$ cat src/rtl/washing_machine_multi.sv
// washing_machine_multi
//   Parametrised washer controller. A coin in IDLE starts 1..MAX_WASHES
//   fill/wash/rinse loops followed by a single spin, then a one-cycle DONE.
//   Each phase is timed in whole seconds derived from a CLK_HZ prescaler.
//
// Ports
//   CLK          in   system clock, rising edge
//   rst          in   synchronous active-high reset (highest priority)
//   coin_in      in   start request, sampled only in IDLE
//   wash_count   in   requested loop count, sampled when a coin is accepted
//   timer_pause  in   freezes the phase timer, effective only in SPIN
//   abort        in   cancel the run, return to IDLE without wash_done
//   wash_done    out  one-cycle completion pulse (high only in DONE)
//   state_op     out  phase: IDLE=0 FILL=1 WASH=2 RINSE=3 SPIN=4 DONE=5
//   sec_flag_op  out  whole seconds elapsed in the current phase
//   washes_left  out  loops remaining, including the one in progress
module washing_machine_multi #(
  parameter  int CLK_HZ     = 50_000_000,
  parameter  int FILL_SEC   = 120,
  parameter  int WASH_SEC   = 300,
  parameter  int RINSE_SEC  = 120,
  parameter  int SPIN_SEC   = 60,
  parameter  int MAX_WASHES = 3,
  parameter  int SEC_W      = 9,
  localparam int CNT_W      = $clog2(MAX_WASHES + 1)
) (
  input  logic             CLK,
  input  logic             rst,
  input  logic             coin_in,
  input  logic [CNT_W-1:0] wash_count,
  input  logic             timer_pause,
  input  logic             abort,
  output logic             wash_done,
  output logic [2:0]       state_op,
  output logic [SEC_W-1:0] sec_flag_op,
  output logic [CNT_W-1:0] washes_left
);

  localparam int PRE_W = (CLK_HZ > 1) ? $clog2(CLK_HZ) : 1;
  localparam logic [PRE_W-1:0] PRE_MAX = PRE_W'(CLK_HZ - 1);

  typedef enum logic [2:0] {
    S_IDLE  = 3'd0,
    S_FILL  = 3'd1,
    S_WASH  = 3'd2,
    S_RINSE = 3'd3,
    S_SPIN  = 3'd4,
    S_DONE  = 3'd5
  } state_t;

  state_t           state, state_next;
  logic [PRE_W-1:0] presc, presc_next;
  logic [SEC_W-1:0] sec,   sec_next;
  logic [CNT_W-1:0] washes, washes_next;
  logic             done_q, done_next;

  logic             spin_hold;
  logic             tick;
  logic             phase_last;
  logic [CNT_W-1:0] count_eff;

  // State register: every piece of state, including the done pulse, is
  // captured here so all outputs come straight from flops.
  // NOTE: sequential state uses non-blocking assignment so every flop samples
  // the pre-edge values regardless of statement order.
  always_ff @(posedge CLK) begin
    if (rst) begin
      state  <= S_IDLE;
      presc  <= '0;
      sec    <= '0;
      washes <= '0;
      done_q <= 1'b0;
    end else begin
      state  <= state_next;
      presc  <= presc_next;
      sec    <= sec_next;
      washes <= washes_next;
      done_q <= done_next;
    end
  end

  // Requested loop count clamped into 1..MAX_WASHES.
  always_comb begin
    count_eff = wash_count;
    if (wash_count == '0)
      count_eff = CNT_W'(1);
    else if (int'(wash_count) > MAX_WASHES)
      count_eff = CNT_W'(MAX_WASHES);
  end

  // Next-state and timer logic.
  // NOTE: every variable gets a default before the case so no path leaves it
  // unassigned, which would otherwise infer a latch.
  always_comb begin
    state_next  = state;
    presc_next  = presc;
    sec_next    = sec;
    washes_next = washes;

    // A paused SPIN freezes the prescaler, which also suppresses its tick.
    spin_hold = (state == S_SPIN) && timer_pause;
    tick      = (presc == PRE_MAX) && !spin_hold;

    unique case (state)
      S_FILL:  phase_last = (sec == SEC_W'(FILL_SEC - 1));
      S_WASH:  phase_last = (sec == SEC_W'(WASH_SEC - 1));
      S_RINSE: phase_last = (sec == SEC_W'(RINSE_SEC - 1));
      S_SPIN:  phase_last = (sec == SEC_W'(SPIN_SEC - 1));
      default: phase_last = 1'b0;
    endcase

    if (state inside {S_FILL, S_WASH, S_RINSE, S_SPIN} && !spin_hold) begin
      presc_next = tick ? '0 : presc + PRE_W'(1);
      sec_next   = tick ? sec + SEC_W'(1) : sec;
    end

    if (abort) begin
      // In IDLE this only blocks the coin; elsewhere it cancels the run.
      state_next  = S_IDLE;
      washes_next = '0;
    end else begin
      unique case (state)
        S_IDLE: if (coin_in) begin
          state_next  = S_FILL;
          washes_next = count_eff;
        end
        S_FILL:  if (tick && phase_last) state_next = S_WASH;
        S_WASH:  if (tick && phase_last) state_next = S_RINSE;
        S_RINSE: if (tick && phase_last) begin
          if (washes > CNT_W'(1)) begin
            state_next  = S_FILL;
            washes_next = washes - CNT_W'(1);
          end else begin
            state_next = S_SPIN;
          end
        end
        S_SPIN: if (tick && phase_last) begin
          state_next  = S_DONE;
          washes_next = '0;
        end
        S_DONE:  state_next = S_IDLE;
        default: state_next = S_IDLE;
      endcase
    end

    // Any phase change restarts the phase timer from zero.
    if (state_next != state) begin
      presc_next = '0;
      sec_next   = '0;
    end

    done_next = (state_next == S_DONE);
  end

  // Output logic: direct views of the registered state.
  always_comb begin
    state_op    = state;
    sec_flag_op = sec;
    washes_left = washes;
    wash_done   = done_q;
  end

endmodule

$ cat config.mk
export PLATFORM = sky130hd
export DESIGN_NAME = washing_machine_multi
export DESIGN_NICKNAME = d
export VERILOG_FILES = /design/src/rtl/washing_machine_multi.sv
export SDC_FILE = /design/constraint.sdc
export NUM_CORES = 1
export LEC_CHECK = 0
export CAP_MARGIN = 20
export CORE_MARGIN = 2
export CORE_UTILIZATION = 58
export DETAILED_ROUTE_END_ITERATION = 6
export PLACE_DENSITY = 0.81
export SETUP_SLACK_MARGIN = 0.5
export SLEW_MARGIN = 10
export SYNTH_ARGS = -nofsm -noshare
export SYNTH_HDL_FRONTEND = slang
export SYNTH_SLANG_ARGS = --single-unit
$ cat constraint.sdc
create_clock -name CLK -period 6.15 [get_ports CLK]
set_input_delay 0.615 -clock CLK [delete_from_list [all_inputs] [get_ports CLK]]
set_output_delay 0.615 -clock CLK [all_outputs]
set_load 0.01 [all_outputs]
==> results.json, run 1 <==
{
  "status": "complete, no violations",
  "cts-root-buf": "clkbuf_8",
  "drc": 0,
  "setup_viol": 0,
  "yosys.area.top_type": "dfxtp_1",
  "timing.final.ws_setup_ps": 3370,
  "period_share": 0.452,
  "cts_resized": 0,
  "skew_ps": 4.31,
  "multi_input_area_mm2": 0.00142,
  "path_class": "register to register",
  "hold_depth": 2,
  "die_w_um": 67.4,
  "yosysTopAreaCellShare": 0.352,
  "cts_setup_buffers": 0,
  "slew-limit-headroom": 0.348,
  "yosysSeqAreaShare": 0.352,
  "drtAntennaViolNets": 0,
  "seqPwrFrac": 0.560,
  "overflow": 0,
  "drt-total-wl_mm": 4.94,
  "register_area_um2": 821,
  "hpwl_mm": 3.48,
  "ys_ff_latch": 41,
  "grt_max_degree": 23,
  "clock_path_buffers": 2,
  "hold_end": "presc[25]",
  "crit_fanout": 21,
  "die_area_mm2": 0.00454,
  "cts_buffers": 5,
  "p_int_uw": 368,
  "irDropWorstVdd_mv": 0.100,
  "rsz0062_at_grt": "no",
  "place_ws_ps": 3220,
  "p_per_area_mw_per_mm2": 182,
  "grt_pass1_vias": 1871,
  "antenna_found_initial": 0,
  "portBuffers": 21,
  "syn_nets": 295,
  "rows": 23,
  "grt_usage": 0.238,
  "cts.clk_slew.worst_paths_ps": 80,
  "required_ps": 6320,
  "grt_pass1_wl_mm": 8.25,
  "maxCapViolations": 0,
  "hold_class": "register to register",
  "r2r_end": "presc[18]",
  "synth-edff-count": 0,
  "fin_tns_setup_ps": 0,
  "start_util": 0.591,
  "drtPass1Iterations": 4,
  "p_comb_frac": 0.053,
  "die_h_um": 67.4,
  "core_area_mm2": 0.00394,
  "finalCriticalPeriod_ps": 2780,
  "rrSetupSlack_ps": 3370,
  "critical_path_arrival_ps": 2950,
  "final_layout_size_suffix_gt1_frac": 0.0767,
  "synth.avg_cell_area_um2": 8.18,
  "fill_cells": 329,
  "min_from": "presc[25]",
  "wl_per_cell_um": 14.1,
  "gp_congestion": 0.823,
  "p_sw_uw": 113,
  "synth_cell_types": 53,
  "swShare": 0.235,
  "ys_warn_count": 0,
  "startpoint": "state_op[2]",
  "drtIter0Drc": 121,
  "synth_cells": 285,
  "p_leak_uw": 0.000808,
  "startpoint_type": "register",
  "num_vias": 2138,
  "synth_area_leaders": "dfxtp_1, xor2_1, nor2_1, nand2_1, a21oi_1",
  "n_antenna_cell": 0,
  "hold_viol_final": 0,
  "r2r_cells": 5,
  "clock_power_share": 0.387,
  "num-nets-final": 309,
  "tightest_slew_ps": 975,
  "ys.flop_type": "dfxtp_1",
  "ios": 22,
  "end_kind": "register",
  "netlist_area_mm2": 0.00233,
  "ys_async_sr_fraction": 0,
  "synthToLayoutAreaGrowth_pct": 13.0,
  "postCtsHoldBufs": 0,
  "clock.fmax_ghz": 0.360,
  "clock_sinks": 41,
  "reg2reg_from": "state_op[2]",
  "slew_viol_final": 0,
  "vias_per_cell": 6.11,
  "htreeDepth": 2,
  "clk_latency_ps": 290,
  "tritoncts": "yes"
}
worst max path at each step:
stage,slack (ps),end
floorplan,3860,sec_flag_op[5]
global placement,3320,presc[25]
detailed placement,3220,presc[25]
CTS,3390,presc[18]
global route,3170,presc[9]
finish,3370,presc[18]
area by class of cell:
class	instances	share of cell area
Multi-Input combinational cell	225	0.540
Sequential cell	41	0.311
Timing Repair Buffer	22	0.0826
Clock buffer	6	0.0313
Tap cell	50	0.0237
Inverter	4	0.00570
Clock inverter	2	0.00522
cells by family (layout without fill, tap and decap cells):
family                   count (synthesis)  after routing  share of synthesized area
flip-flops                              41             41                      0.352
AND/OR/NAND/NOR                        151            151                      0.353
AO/OA/AOI/OAI                           45             45                      0.143
buffers and inverters                   19             34                     0.0376
XOR/XNOR                                25             25                     0.0939
multiplexers                             1              1                    0.00429
adder cells (fa/ha/maj)                  3              3                     0.0161
cell usage after synthesis (all sizes together) (2+ instances only):
master,n
nand3,13
o21ai,9
inv,4
nor4b,5
nand3b,4
nand2,28
nor4bb,3
a211oi,2
nand4,12
nor3,9
nand2b,3
dfxtp,41
and3,4
buf,9
o31ai,2
o41ai,2
or4,4
ha,3
clkbuf,6
and4,3
a2111oi,2
a21oi,15
nor2,37
nor2b,3
or2,4
xor2,17
o2bb2ai,2
or3,6
nor4,3
xnor2,8
and2,5
registers in the layout, indices dropped and copies added (netlist names):
signal and flops:
sec_flag_op 9, presc 26, washes_left 2, wash_done 1, state_op 3
metrics by stage:
step           area, µm²  hold slack, ps   util  instances  total power (µW)
6_report            2640             505  0.668        350               480
5_1_grt             2640             514  0.668        350               496
4_1_cts             2640             507  0.668        350               484
3_5_place_dp        2540             493  0.644        342               300
3_3_place_gp        2540             476  0.644        342               300
2_1_floorplan       2330             461      -        285               292
per-layer routing:
metal	global-route usage	wire length (µm)
met3	0.0617	204
met5	0	0
met1	0.318	2380
met2	0.380	2290
met4	0.0689	69
cell usage in the layout (no fill, tap or decap), types with 4 or more instances in the layout:
cell type / count
nand2_1: 28
inv_1: 4
dfxtp_1: 41
nor2_1: 37
clkdlybuf4s50_1: 21
xnor2_1: 8
or2_2: 4
and2_1: 5
o21ai_0: 9
nand4_1: 12
a21oi_1: 15
and3_1: 4
or3_1: 6
nor4b_1: 5
nand3b_1: 4
clkbuf_8: 6
nand3_1: 12
xor2_1: 17
nor3_1: 9
power by group through the flow:
stage,clock [µW],combinational (µW),sequential (µW)
finish,186,25.4,269
global route,199,28.0,269
CTS,190,25.1,269
detailed placement,0,25.1,275
global placement,0,24.7,275
floorplan,0,18.0,274
critical path: stages (launching register included):
cell	delay, ps
dfxtp_1	690
or3b_2	550
a211o_1	320
a2111oi_4	480
a31o_2	510
nor2_1	100
Power figures use the tool's default switching activity.
==> run 2, diff against run 1 <==
--- a/config.mk
+++ b/config.mk
@@ -7,9 +7,9 @@
 export LEC_CHECK = 0
 export CAP_MARGIN = 20
 export CORE_MARGIN = 2
-export CORE_UTILIZATION = 58
+export CORE_UTILIZATION = 51
 export DETAILED_ROUTE_END_ITERATION = 6
-export PLACE_DENSITY = 0.81
+export PLACE_DENSITY = 0.75
 export SETUP_SLACK_MARGIN = 0.5
 export SLEW_MARGIN = 10
 export SYNTH_ARGS = -nofsm -noshare
==> constraint.sdc (replaced) <==
create_clock -name CLK -period 2.4 [get_ports CLK]
set_input_delay 0.24 -clock CLK [delete_from_list [all_inputs] [get_ports CLK]]
set_output_delay 0.24 -clock CLK [all_outputs]
set_load 0.01 [all_outputs]
==> run 2 against run 1 <==
- setup slack worse by 3100 ps
- die area up 13%
- critical path depth rose by 1
- via count is 10% higher
- register-to-register slack lost 3100 ps
- largest power group unchanged
- sequential power grew to 2.5 times the previous value
- core utilization increased by 7.3 points
- clock-buffer cell count rose by 1
- non-clock buffer count is 39 higher
- design area rose by 23%
- critical endpoint is now sec_flag_op[4]
- clock skew down 2.0 ps
- sequential share of layout area down 5.3 points
==> results.json, run 2 (same netlist as run 1, synthesis figures left out) <==
{
  "status": "complete, no violations",
  "rows": 24,
  "rsz0062_at_grt": "yes",
  "hold_viol_final": 0,
  "start_util": 0.532,
  "drtAntennaViolNets": 0,
  "antenna_found_initial": 0,
  "ios": 22,
  "cp_cell_sequence": "ha_4, nand2_4, or4_4, or3_4, or4_4, a21oi_2",
  "p_leak_uw": 0.00105,
  "cp.depth": 6,
  "die_area_mm2": 0.00513,
  "wl_per_cell_um": 17.0,
  "grt_usage": 0.242,
  "clock.fmax_ghz": 0.470,
  "wl_met2_mm": 3.31,
  "cpPeakStageDelay_ps": 530,
  "clk_latency_ps": 300,
  "clock_sinks": 41,
  "drt-total-wl_mm": 6.65,
  "p_per_area_mw_per_mm2": 389,
  "required_ps": 2640,
  "grt_pass1_vias": 2146,
  "final_layout_size_suffix_gt1_frac": 0.318,
  "irDropWorstVdd_mv": 0.266,
  "postCtsHoldBufs": 0,
  "r2r_cells": 6,
  "crit_family": "simple AND/OR/NAND/NOR gates",
  "fin_area_mm2": 0.00325,
  "num-nets-final": 350,
  "hpwl_mm": 3.81,
  "clock_path_buffers": 2,
  "fin_tns_setup_ps": 0,
  "gp_congestion": 0.825,
  "tritoncts": "yes",
  "cp_slowest_cell": "or4_4",
  "hold_depth": 2,
  "synthToLayoutAreaGrowth_pct": 39.5,
  "drtPass1Iterations": 5,
  "end_kind": "register",
  "largest_reg_flops": 26,
  "timing.final.ws_setup_ps": 272,
  "drc": 0,
  "period_share": 0.887,
  "crit_fanout": 5,
  "place_ws_ps": 96.1,
  "finalCriticalPeriod_ps": 2130,
  "cts.clk_slew.worst_paths_ps": 80,
  "cts-root-buf": "clkbuf_8",
  "top_layer": "met4",
  "hold_class": "register to register",
  "num_vias": 2361,
  "critical_path_buf_inv_count": 0,
  "largest_register": "presc",
  "portBuffers": 21,
  "htreeDepth": 2,
  "cts_buffers": 5,
  "setup_viol": 0,
  "die_w_um": 71.6,
  "maxCapViolations": 0,
  "skew_ps": 2.27,
  "slew-limit-headroom": 0.621,
  "vias_per_cell": 6.02,
  "n_antenna_cell": 0,
  "grt_max_degree": 14,
  "wl_met1_mm": 2.84,
  "startpoint_type": "register",
  "overflow": 0,
  "slew_viol_final": 0,
  "wl_met3_um": 326,
  "grt_pass1_wl_mm": 9.91,
  "die_h_um": 71.6,
  "path_common_cell": "or4_4",
  "tightest_slew_ps": 568,
  "drtIter0Drc": 144,
  "final_cell_mix": "buf_4, dfxtp_1, nand2_1, nor2_1, clkdlybuf4s50_1",
  "dpl_cell_area_mm2": 0.00276,
  "critical_path_arrival_ps": 2370,
  "core_area_mm2": 0.00438,
  "path_class": "register to register"
}
-- run 2: path summary, 6_finish.rpt --
| check | slack, ps | from | to |
|---|---|---|---|
| worst max-delay path | 270 | presc[1] | sec_flag_op[4] |
| worst max register to register | 270 | presc[1] | sec_flag_op[4] |
| worst min register to register | 500 | sec_flag_op[5] | sec_flag_op[5] |
| worst min-delay path | 500 | sec_flag_op[5] | sec_flag_op[5] |
-- run 2: power breakdown --
part           switching (µW)  internal [µW]  leakage [µW]
clock                     242            228     0.0000443
combinational            60.8           51.1      0.000674
sequential               3.20            680      0.000336
total                     306            959       0.00105
-- run 2: final cells by class --
type                       count  area [µm²]
multi-input combinational    227        1680
fill                         312        1130
clock buffer                   7        86.3
sequential                    41         840
inverter                       4        15.0
timing repair buffer          61         567
tap                           52        65.1
-- run 2: tightest hold or removal path: stages, from the launching register on --
cell     delay [ps]
dfxtp_1         350
o41ai_2          60
a21oi_1          50
-- run 2: routing by layer --
metal,vias up,track usage
met3,15,0.0464
met1,1136,0.320
met5,-,0
met2,73,0.381
li1,1137,-
met4,0,0.111
-- run 2: timing repair --
| item | in CTS | in global routing |
|---|---|---|
| pin swaps | 11 | 12 |
| gates resized for setup | 13 | 43 |
| endpoints found under the setup margin | 41 | 41 |
| setup buffers | 9 | 9 |
| gates cloned | 3 | 1 |
-- run 2: stage by stage --
step                total power [µW]  hold WS, ps  std cells   util
detailed placement               785          488        363  0.628
finish                          1270          501        392  0.742
floorplan                        758          457        285      -
CTS                             1240          514        382  0.679
global placement                 784          474        363  0.628
global route                    1300          540        392  0.742
==> run 3, diff against run 2 <==
--- a/config.mk
+++ b/config.mk
@@ -5,7 +5,6 @@
 export SDC_FILE = /design/constraint.sdc
 export NUM_CORES = 1
 export LEC_CHECK = 0
-export CAP_MARGIN = 20
 export CORE_MARGIN = 2
 export CORE_UTILIZATION = 51
 export DETAILED_ROUTE_END_ITERATION = 6
==> results of run 3 <==
Final layout, timing and power as in run 2 (identical DEF).
